<file path="config.mk">
export PLATFORM = sky130hd
export DESIGN_NAME = uart_tx
export DESIGN_NICKNAME = d
export VERILOG_FILES = /design/src/rtl/uart_pkg.sv /design/src/rtl/uart_baud_gen.sv /design/src/rtl/uart_tx.sv
export SDC_FILE = /design/constraint.sdc
export NUM_CORES = 1
export LEC_CHECK = 0
export ABC_CLOCK_PERIOD_IN_PS = 4300
export CORE_ASPECT_RATIO = 1.4
export CORE_MARGIN = 10
export CORE_UTILIZATION = 23
export DETAILED_ROUTE_END_ITERATION = 10
export HOLD_SLACK_MARGIN = 0.08
export PLACE_DENSITY = 0.45
export RECOVER_POWER = 50
export SKIP_CTS_REPAIR_TIMING = 1
export SLEW_MARGIN = 20
export SYNTH_ARGS = -nofsm -noshare
export SYNTH_HDL_FRONTEND = slang
export SYNTH_HIERARCHICAL = 1
export SYNTH_SLANG_ARGS = --single-unit
</file>
<file path="constraint.sdc">
create_clock -name CLK -period 4.3 [get_ports CLK]
set_input_delay 0.645 -clock CLK [delete_from_list [all_inputs] [get_ports CLK]]
set_output_delay 0.645 -clock CLK [all_outputs]
set_load 0.02 [all_outputs]
</file>
<file path="src/rtl/uart_pkg.sv">
// Shared UART types and helpers, common to the transmitter and receiver.
package uart_pkg;

    typedef enum logic [2:0] {
        IDLE,
        START,
        DATA,
        PARITY,
        STOP
    } tx_state_t;

    localparam logic ODD  = 1'b1;
    localparam logic EVEN = 1'b0;

    function automatic int baud_div(input int clk_freq, input int baud_rate);
        return clk_freq / baud_rate;
    endfunction

endpackage

</file>
<file path="src/rtl/uart_baud_gen.sv">
// Bit-period counter: counts 0..DIV-1 and wraps; clr restarts the period at 0.
// pre_tick leads bit_tick by one cycle so callers can register end-of-bit outputs.
module uart_baud_gen #(
    parameter int DIV = 86
) (
    input  logic CLK,
    input  logic rst_n,
    input  logic clr,
    output logic bit_tick,
    output logic pre_tick
);
    localparam int CW = (DIV > 2) ? $clog2(DIV) : 2;

    logic [CW-1:0] cnt_q;
    logic [CW-1:0] cnt_d;

    assign bit_tick = (cnt_q == CW'(DIV - 1));
    assign pre_tick = (cnt_q == CW'(DIV - 2));
    assign cnt_d    = bit_tick ? '0 : cnt_q + CW'(1);

    always_ff @(posedge CLK) begin
        if (!rst_n || clr) begin
            cnt_q <= '0;
        end else begin
            cnt_q <= cnt_d;
        end
    end

endmodule

</file>
<file path="src/rtl/uart_tx.sv">
// UART transmitter: start bit, data LSB first, one parity bit, STOP_BITS stop bits.
// state  | meaning
// IDLE   | line high, ready for a word
// START  | start bit (low)
// DATA   | data bits, LSB first
// PARITY | parity bit
// STOP   | stop bit(s), tx_done on the last cycle
module uart_tx
    import uart_pkg::*;
#(
    parameter int BAUD_RATE      = 115200,
    parameter int CLK_FREQ       = 10_000_000,
    parameter int VLD_DATA_WIDTH = 8,
    parameter int CHECK_SEL      = 1,
    parameter int STOP_BITS      = 1
) (
    input  logic                      CLK,
    input  logic                      rst_n,
    input  logic [VLD_DATA_WIDTH-1:0] din,
    input  logic                      din_vld,
    output logic                      din_rdy,
    output logic                      TX,
    output logic                      tx_busy,
    output logic                      tx_done
);
    localparam int BAUD_DIV = baud_div(CLK_FREQ, BAUD_RATE);
    localparam int BCW      = (VLD_DATA_WIDTH > 1) ? $clog2(VLD_DATA_WIDTH) : 1;
    localparam int SCW      = 1;

    tx_state_t                 state_q;
    logic [VLD_DATA_WIDTH:0]   shift_q;
    logic [BCW-1:0]            bit_cnt_q;
    logic [SCW-1:0]            stop_cnt_q;
    logic                      tx_q;
    logic                      rdy_q;
    logic                      busy_q;
    logic                      done_q;

    logic par_d;
    logic accept;
    logic bit_tick;
    logic pre_tick;
    logic last_stop;

    assign par_d     = (CHECK_SEL == int'(ODD)) ? ~^din : ^din;
    assign accept    = din_vld & rdy_q;
    assign last_stop = (stop_cnt_q == SCW'(STOP_BITS - 1));

    uart_baud_gen #(
        .DIV(BAUD_DIV)
    ) u_baud (
        .CLK     (CLK),
        .rst_n   (rst_n),
        .clr     (accept),
        .bit_tick(bit_tick),
        .pre_tick(pre_tick)
    );

    // The parity bit rides above the data in the shift register, so it
    // reaches bit 1 exactly when the last data bit is on the line.
    always_ff @(posedge CLK) begin
        if (!rst_n) begin
            state_q    <= IDLE;
            shift_q    <= '0;
            bit_cnt_q  <= '0;
            stop_cnt_q <= '0;
            tx_q       <= 1'b1;
            rdy_q      <= 1'b0;
            busy_q     <= 1'b0;
            done_q     <= 1'b0;
        end else begin
            done_q <= 1'b0;
            case (state_q)
                IDLE: begin
                    tx_q   <= 1'b1;
                    rdy_q  <= 1'b1;
                    busy_q <= 1'b0;
                    if (accept) begin
                        shift_q <= {par_d, din};
                        state_q <= START;
                        tx_q    <= 1'b0;
                        rdy_q   <= 1'b0;
                        busy_q  <= 1'b1;
                    end
                end
                START: begin
                    if (bit_tick) begin
                        state_q   <= DATA;
                        tx_q      <= shift_q[0];
                        bit_cnt_q <= '0;
                    end
                end
                DATA: begin
                    if (bit_tick) begin
                        shift_q <= shift_q >> 1;
                        tx_q    <= shift_q[1];
                        if (bit_cnt_q == BCW'(VLD_DATA_WIDTH - 1)) begin
                            state_q <= PARITY;
                        end else begin
                            bit_cnt_q <= bit_cnt_q + BCW'(1);
                        end
                    end
                end
                PARITY: begin
                    if (bit_tick) begin
                        state_q    <= STOP;
                        tx_q       <= 1'b1;
                        stop_cnt_q <= '0;
                    end
                end
                STOP: begin
                    if (pre_tick && last_stop) begin
                        done_q <= 1'b1;
                    end
                    if (bit_tick) begin
                        if (last_stop) begin
                            state_q <= IDLE;
                            rdy_q   <= 1'b1;
                            busy_q  <= 1'b0;
                        end else begin
                            stop_cnt_q <= stop_cnt_q + SCW'(1);
                        end
                    end
                end
                default: state_q <= IDLE;
            endcase
        end
    end

    assign TX      = tx_q;
    assign din_rdy = rdy_q;
    assign tx_busy = busy_q;
    assign tx_done = done_q;

endmodule

</file>
# After elaboration in Yosys (flattened, before gate mapping)

Index checks and enable logic that the tools add are counted.
Widths: inputs -> output; s select.

Add/subtract/negate cells: 3
Eq/ne operators: 15
Mux-type cells: 32
Bitwise logic cells: 2
Reductions and logical operators: 18

Operators with widths:

| cell                | number |
|---|---|
| $mux 3              | 10 |
| $mux 9              | 2 |
| $pmux 9 s2          | 1 |
| $pmux 3 s5          | 1 |
| $eq 7x7->1 const B  | 2 |
| $mux 1              | 13 |
| $ne 2x1->1 const B  | 5 |
| $reduce_and 3->1    | 3 |
| $reduce_and 4->1    | 2 |
| $reduce_bool 2->1   | 4 |
| $reduce_xnor 8->1   | 1 |
| $add 7x1->7 const B | 1 |
| $reduce_and 7->1    | 1 |
| $eq 3x2->1 const B  | 2 |
| $eq 3x3->1 const B  | 2 |
| $ne 2x2->1 const B  | 3 |
| $pmux 1 s2          | 3 |
| $pmux 3 s2          | 1 |
| $pmux 1 s4          | 1 |
| $reduce_bool 4->1   | 1 |
| $add 3x1->3 const B | 1 |
| $eq 3x1->1 const B  | 1 |
| $logic_not 3->1     | 1 |
| $reduce_and 2->1    | 1 |
| other kinds (7)     | 7 |

Register bits: 27
Output and inout port bits: 4
Word-level logic and storage cells: 79

# Depth between registers and ports, before layout

Gate-level depths: netlist of the first run.

Word-level depth: 4
Depth in mapped cells: 9
Mapped depth without buffers: 8

# Cells and area by module

Netlist of the first run, hierarchy kept.

By module, submodules not included:

| module        | times used | cells an instance | area each (um^2) | seq. area each (um^2) |
|---|---|---|---|---|
| uart_tx       | 1          | 112               | 1072.3           | 380.4 |
| uart_baud_gen | 1          | 39                | 346.6            | 140.1 |

# Worst setup path before layout of the first run

OpenSTA, ideal clock, no wires.

Path kind: reg2reg
From: register u_baud.cnt_q[3]
To: register shift_q[1]
Arrival: 1.942 ns
Data required time: 4.184 ns
Setup slack: 2.242 ns
Stages on the path, launching flop included: 8
Period minus slack after synthesis: 2.058 ns
Cell sequence: dfxtp_1 -> or2_4 -> nor3_1 -> nand2_1 -> a211oi_4 -> buf_6 -> nand2_2 -> o211a_1

Word-level cells in the longest chain between the ends: 3

RTL lines:

| what                       | RTL line            | source |
|---|---|---|
| start, declared            | uart_baud_gen.sv:14 | `logic [CW-1:0] cnt_q;` |
| start signal, assigned     | uart_baud_gen.sv:25 | `cnt_q <= cnt_d;` |
| $eq 7x7->1                 | uart_baud_gen.sv:17 | `assign bit_tick = (cnt_q == CW'(DIV - 1));` |
| net bit_tick               | uart_tx.sv:41       | `logic bit_tick;` |
| $ne 2x1->1 (no line)       | -                   |  |
| $reduce_and 3->1 (no line) | -                   |  |
| end signal, assigned       | uart_tx.sv:79       | `shift_q <= {par_d, din};` |
| end signal, assigned       | uart_tx.sv:95       | `shift_q <= shift_q >> 1;` |
| end, declared              | uart_tx.sv:31       | `logic [VLD_DATA_WIDTH:0] shift_q;` |

The timed path passes the listed nets, and every way through them passes these cells.
A chain may end at the register's enable or synchronous reset.

# Final worst setup path of the first run

From: register u_baud.cnt_q[0]
To: register shift_q[4]

Same word-level chain as after synthesis.

==> run metrics, run 1 <==
Async SR Flop Fraction=0%; clock sink total=26; largest net degree at the start of global routing=22; Synth area leaders=dfxtp_1, mux2i_1, o211a_1, nand2_1, xnor2_1; total wire length=around 2700 um; Overall Power=between 400 and 500 uW; flops & latches, synth=26; final hold vios=0; critical path required time=approximately 4.5 ns; Setup TNS=0 ns; share of cells above drive strength 1=approximately 7.5%; final antenna-violating net count=0; RePlAce Congestion=roughly 0.73; final max-slew violation count=0; H-tree levels=1; Std-Cell Core Area=0.005946 sq mm; cell mode on critical path=nand2_1; Synth Flop Type=dfxtp_1; # setup viols final=0; period utilization=56.96%; first-pass GRT wire length=about 4800 um; row cnt=33; dpl ws=1.776 ns; Seq. cell area=about 520 sq um; Slew @ Worst Pin=1.246 ns; CP Cell Sequence=ha_1 > nand2_1 > nor3_1 > nand2_1 > a211oi_4 > nand2_1 > o211a_1; YS warnings=6; die height=between 100 and 150 um; synthesized area per cell=about 9.4 sq um; Syn Inst Count=151; area of the multi-input gates=800.8 sq um; global route overflow=0; grt met3 use=under 10%; outcome=completed; worst setup margin=approximately 1.9 ns; crit path max fanout=17; LEAKAGE=between 0.0006 and 0.0007 uW; busiest layer in global routing=met2; CP Launch Type=flop; met1 Usage GRT=roughly 6.5%; syn_nets=~170; Slew headroom=approximately 16%; CP Data Arrival Time=2.62 ns; IR drop worst, VDD=roughly 0.11 mV; initial antenna violation count=0; buffers added on ports=14; Yosys cell types=39; CTS Root Cell=clkbuf_8; slowest CP cell=a211oi_4; clk slew on worst S/H paths=~0.090 ns; Synth top area share=a little under two fifths; Layout Nets=179; Setup crit end kind=flop; flop-to-flop setup slack=roughly 1.9 ns; CTS Buffer Depth=2; RSZ-0062 raised after global routing=no; critical path class=flop to flop; post-synthesis sequential area ratio=between 30% and 40%; Synth area leader=dfxtp_1; total CTS buffers=3; HPWL after detailed placement=2077 um; WP buf/inv=0; Starting Density=23.86%; delay of the slowest critical-path stage=between 0.6 and 0.7 ns; DRC violations left=0; via count=around 1000; Max Clk Rate=approximately 410 MHz; DRT Pass-1 Iters=4; Clk Latency, worst-skew pair=between 0.2 and 0.3 ns; Hold WC Path Type=flop to flop; met2 Use GR=a little over a tenth; vias in the first global route=1053; worst clock skew=around 0.0041 ns; n_diodes=0; total track usage=6.076%; CP top delay family=simple AND/OR/NAND/NOR gates; Power Density=between 200 and 300 mW/mm^2; WL per Instance=between 10 and 15 um; CTS tree=done; Cell Area, Synth=approximately 0.0014 sq mm; post-route minimum period=between 2 and 2.5 ns; number of flops mapped to enable cells by yosys=0; Ports=15; die area=0.009755 sq mm; DIE WIDTH=approximately 86 um; maxcap violations=0; Layout area overhead=13.93%; vias per inst=~4.5; Fillers=around 670; Starting DRT DRC Count=35
-- where the power goes --
group	internal, uW	switching, uW
registers	253	12.1
clock network	62.8	76.1
logic	36.7	33.7
-- final cells by class --
type,instances,share of cell area [%]
Tap cell,70,5.418
Multi-Input combinational cell,111,49.54
Inverter,7,1.625
Clock buffer,3,2.554
Sequential cell,26,32.20
Timing Repair Buffer,14,8.669
-- worst register-to-register path: stages, from the launching register on --
cell and delay (ns):
dfxtp_1 0.44, ha_1 0.20, nand2_1 0.06, nor3_1 0.58
nand2_1 0.19, a211oi_4 0.62, nand2_1 0.11, o211a_1 0.15
-- cell families after synthesis --
family,count (synthesis),share of synthesized area (%)
AOI/OAI and AO/OA,31,19.22
muxes,9,6.349
buffers and inverters,14,5.644
and+or+nand+nor,55,20.90
xor gates and xnor gates,11,6.791
adders and majority gates,5,4.409
DFF,26,36.68
-- through the flow --
step	instance area (sq um)	util [%]	cells	hold slack (ns)
global placement	1593	26.79	228	0.4568
CTS	1634	27.48	231	0.4793
floorplan	1419	-	151	0.4447
global route	1617	27.19	231	0.5158
detailed placement	1593	26.79	228	0.4662
finish	1617	27.19	231	0.4768
-- state kept, by name, summed over array words and instances, names as in the netlist --
register,cells
shift_q,9
u_baud/cnt_q,7
bit_cnt_q,3
state_q,3
TX,1
din_rdy,1
tx_busy,1
tx_done,1
-- routing by layer --
metal / vias to the layer above / share of wire, %
met2: 15 / 51
met1: 482 / 42
met5: - / 0
met4: 0 / 2.3
li1: 544 / -
met3: 4 / 3.8
-- cells in the final DEF, fill, tap and decap left out, drive strengths merged, types with 5 or more instances in the layout --
cell / n
clkdlybuf4s50: 9
dfxtp: 26
dlygate4sd3: 5
ha: 5
inv: 7
mux2i: 9
nand2: 21
nand3: 6
nor2: 11
o211a: 8
o21ai: 6
xnor2: 8
-- synthesized netlist by cell type, types with 2 or more instances --
master / n
dfxtp_1: 26
nand2_1: 20
nor2_1: 11
mux2i_1: 9
o211a_1: 8
xnor2_1: 8
inv_1: 7
nand3_1: 6
ha_1: 5
o21ai_0: 5
a21boi_0: 3
a21oi_1: 3
buf_6: 3
nor3_1: 3
or3_1: 3
xor2_1: 3
and2b_1: 2
clkbuf_1: 2
nor2b_1: 2
o2111ai_1: 2
o21a_1: 2
-- path summary, 6_finish.rpt --
kind	cells after the start	endpoint	startpoint
worst max-delay path	7	shift_q[4]	u_baud/cnt_q[0]
worst min-delay path	2	bit_cnt_q[1]	bit_cnt_q[1]
worst max register to register	7	shift_q[4]	u_baud/cnt_q[0]
worst min register to register	2	bit_cnt_q[1]	bit_cnt_q[1]
Power figures use the tool's default switching activity.
==> run 2, diff against run 1 <==
--- a/config.mk
+++ b/config.mk
@@ -5,7 +5,7 @@
 export SDC_FILE = /design/constraint.sdc
 export NUM_CORES = 1
 export LEC_CHECK = 0
-export ABC_CLOCK_PERIOD_IN_PS = 4300
+export ABC_CLOCK_PERIOD_IN_PS = 2560
 export CORE_ASPECT_RATIO = 1.4
 export CORE_MARGIN = 10
 export CORE_UTILIZATION = 23
==> constraint.sdc (replaced) <==
create_clock -name CLK -period 2.56 [get_ports CLK]
set_input_delay 0.384 -clock CLK [delete_from_list [all_inputs] [get_ports CLK]]
set_output_delay 0.384 -clock CLK [all_outputs]
set_load 0.02 [all_outputs]
==> run metrics, run 2 (same netlist as run 1, synthesis figures left out) <==
outcome=completed; Reg power frac=a little over half; DRT Pass-1 Iters=4; vias per inst=4.435; vias in the first global route=roughly 1100; worst clock skew=around 0.0034 ns; Psw=between 200 and 250 uW; commonest non-fill, non-tap cell in the layout=dfxtp_1; final antenna-violating net count=0; H-tree levels=1; Power Density=roughly 500 mW/mm^2; WL per Instance=12.41 um; # setup viols final=0; Layout area overhead=17.28%; Cell Int Power=~630 uW; HPWL after detailed placement=between 2000 and 2500 um; Setup crit end kind=flop; RePlAce Congestion=0.7005; FF-to-FF Start=u_baud/cnt_q[3]; DIE WIDTH=about 86 um; post-route minimum period=about 1.9 ns; critical path required time=about 2.7 ns; Hold WC Path Type=flop to flop; die area=around 0.01 sq mm; cells on worst reg2reg path=3; largest registers=shift_q (9), u_baud/cnt_q (7); Starting Density=approximately a quarter; max reg flops=9; RSZ-0062 raised after global routing=no; final max-slew violation count=0; total wire length=2941 um; crit path to=u_baud/cnt_q[4]; Overall Power=between 800 and 900 uW; clk slew on worst S/H paths=roughly 0.090 ns; capturing point of the worst reg2reg path=u_baud/cnt_q[4]; total track usage=under 10%; clock sink total=26; Starting DRT DRC Count=41; Slew headroom=about 18%; CTS Root Cell=clkbuf_8; largest net degree at the start of global routing=20; CTS Buffer Depth=2; maxcap violations=0; final hold vios=0; LEAKAGE=approximately 0.00067 uW; IR drop worst, VDD=approximately 0.17 mV; crit path max fanout=7; critical path class=flop to flop; hold_ws=~0.47 ns; Clk Latency, worst-skew pair=roughly 0.27 ns; Fillers=666; Std-Cell Core Area=about 0.0059 sq mm; Max Clk Rate=approximately 520 MHz; Clk pwr share=about 32%; initial antenna violation count=0; via count=about 1100; CP Launch Type=flop; share of cells above drive strength 1=~10%; period utilization=75.76%; sw frac=between 20% and 30%; first-pass GRT wire length=just over 5000 um; DRC violations left=0; Ports=15; flop-to-flop setup slack=0.62 ns; buffers added on ports=14; total CTS buffers=3; row cnt=33; Slew @ Worst Pin=~1.2 ns; most frequent cells in the layout=dfxtp_1, nand2_1, nor2_1; CP Data Arrival Time=roughly 2.1 ns; die height=roughly 110 um; Layout Nets=~180; CTS tree=done; n_diodes=0; Largest Register=shift_q; Setup TNS=0 ns; global route overflow=0; Comb pwr share=around 14%; Worst Setup SP=u_baud/cnt_q[3]
==> run 2: changes by cell type in the layout (fill, tap and decap cells not counted) <==
cell and delta:
buf_4 +4, clkbuf_1 +1, clkbuf_8 +1, clkdlybuf4s50_1 +1, dlygate4sd3_1 -1
==> run 2: cell type report <==
class / count / area (sq um) / area share (%)
clock buffer: 4 / 55.05 / 3.308
timing repair buffer: 19 / 173.9 / 10.45
inverter: 7 / 26.28 / 1.579
tap: 70 / 87.58 / 5.263
multi-input combinational: 111 / 800.8 / 48.12
sequential: 26 / 520.5 / 31.28
==> run 2: worst max-delay path, cell delays in order, from the launching register on <==
cell	delay, ns
dfxtp_1	0.36
or2_4	0.27
o311ai_0	1.02
nor2_1	0.13
==> run 2: worst min-delay path by stage <==
| stage | start | endpoint | slack, ns | cells past startpoint |
|---|---|---|---|---|
| floorplan | bit_cnt_q[1] | bit_cnt_q[1] | 0.44 | 2 |
| global placement | shift_q[8] | shift_q[8] | 0.46 | 2 |
| detailed placement | shift_q[8] | shift_q[8] | 0.47 | 2 |
| CTS | bit_cnt_q[1] | bit_cnt_q[1] | 0.48 | 2 |
| global route | bit_cnt_q[2] | bit_cnt_q[2] | 0.50 | 2 |
| finish | bit_cnt_q[1] | bit_cnt_q[1] | 0.47 | 2 |
==> run 2: layer usage <==
metal	routed length [um]	global-route usage, %	share of wire, %
met5	0	0	0
met1	1275	7.428	43
met2	1519	10.56	52
met4	54	3.575	1.8
met3	91	1.292	3.1
==> run 2: per-stage QoR <==
| step | util (%) | std cells | cell area [sq um] | worst slack [ns] |
|---|---|---|---|---|
| 6_report | 27.99 | 237 | 1664 | 0.6204 |
| 5_1_grt | 27.99 | 237 | 1664 | 0.3295 |
| 4_1_cts | 28.35 | 237 | 1685 | 0.6629 |
| 3_5_place_dp | 27.42 | 233 | 1630 | 0.6892 |
| 3_3_place_gp | 27.42 | 233 | 1630 | 0.7201 |
| 2_1_floorplan | - | 151 | 1419 | 0.5023 |
==> run 2: power by group through the flow <==
| stage | logic (uW) | clock network, uW | registers (uW) |
|---|---|---|---|
| finish | 122 | 271 | 445 |
| global route | 137 | 299 | 450 |
| CTS | 129 | 289 | 446 |
| detailed placement | 128 | 0 | 456 |
| global placement | 128 | 0 | 455 |
| floorplan | 86.5 | 0 | 453 |
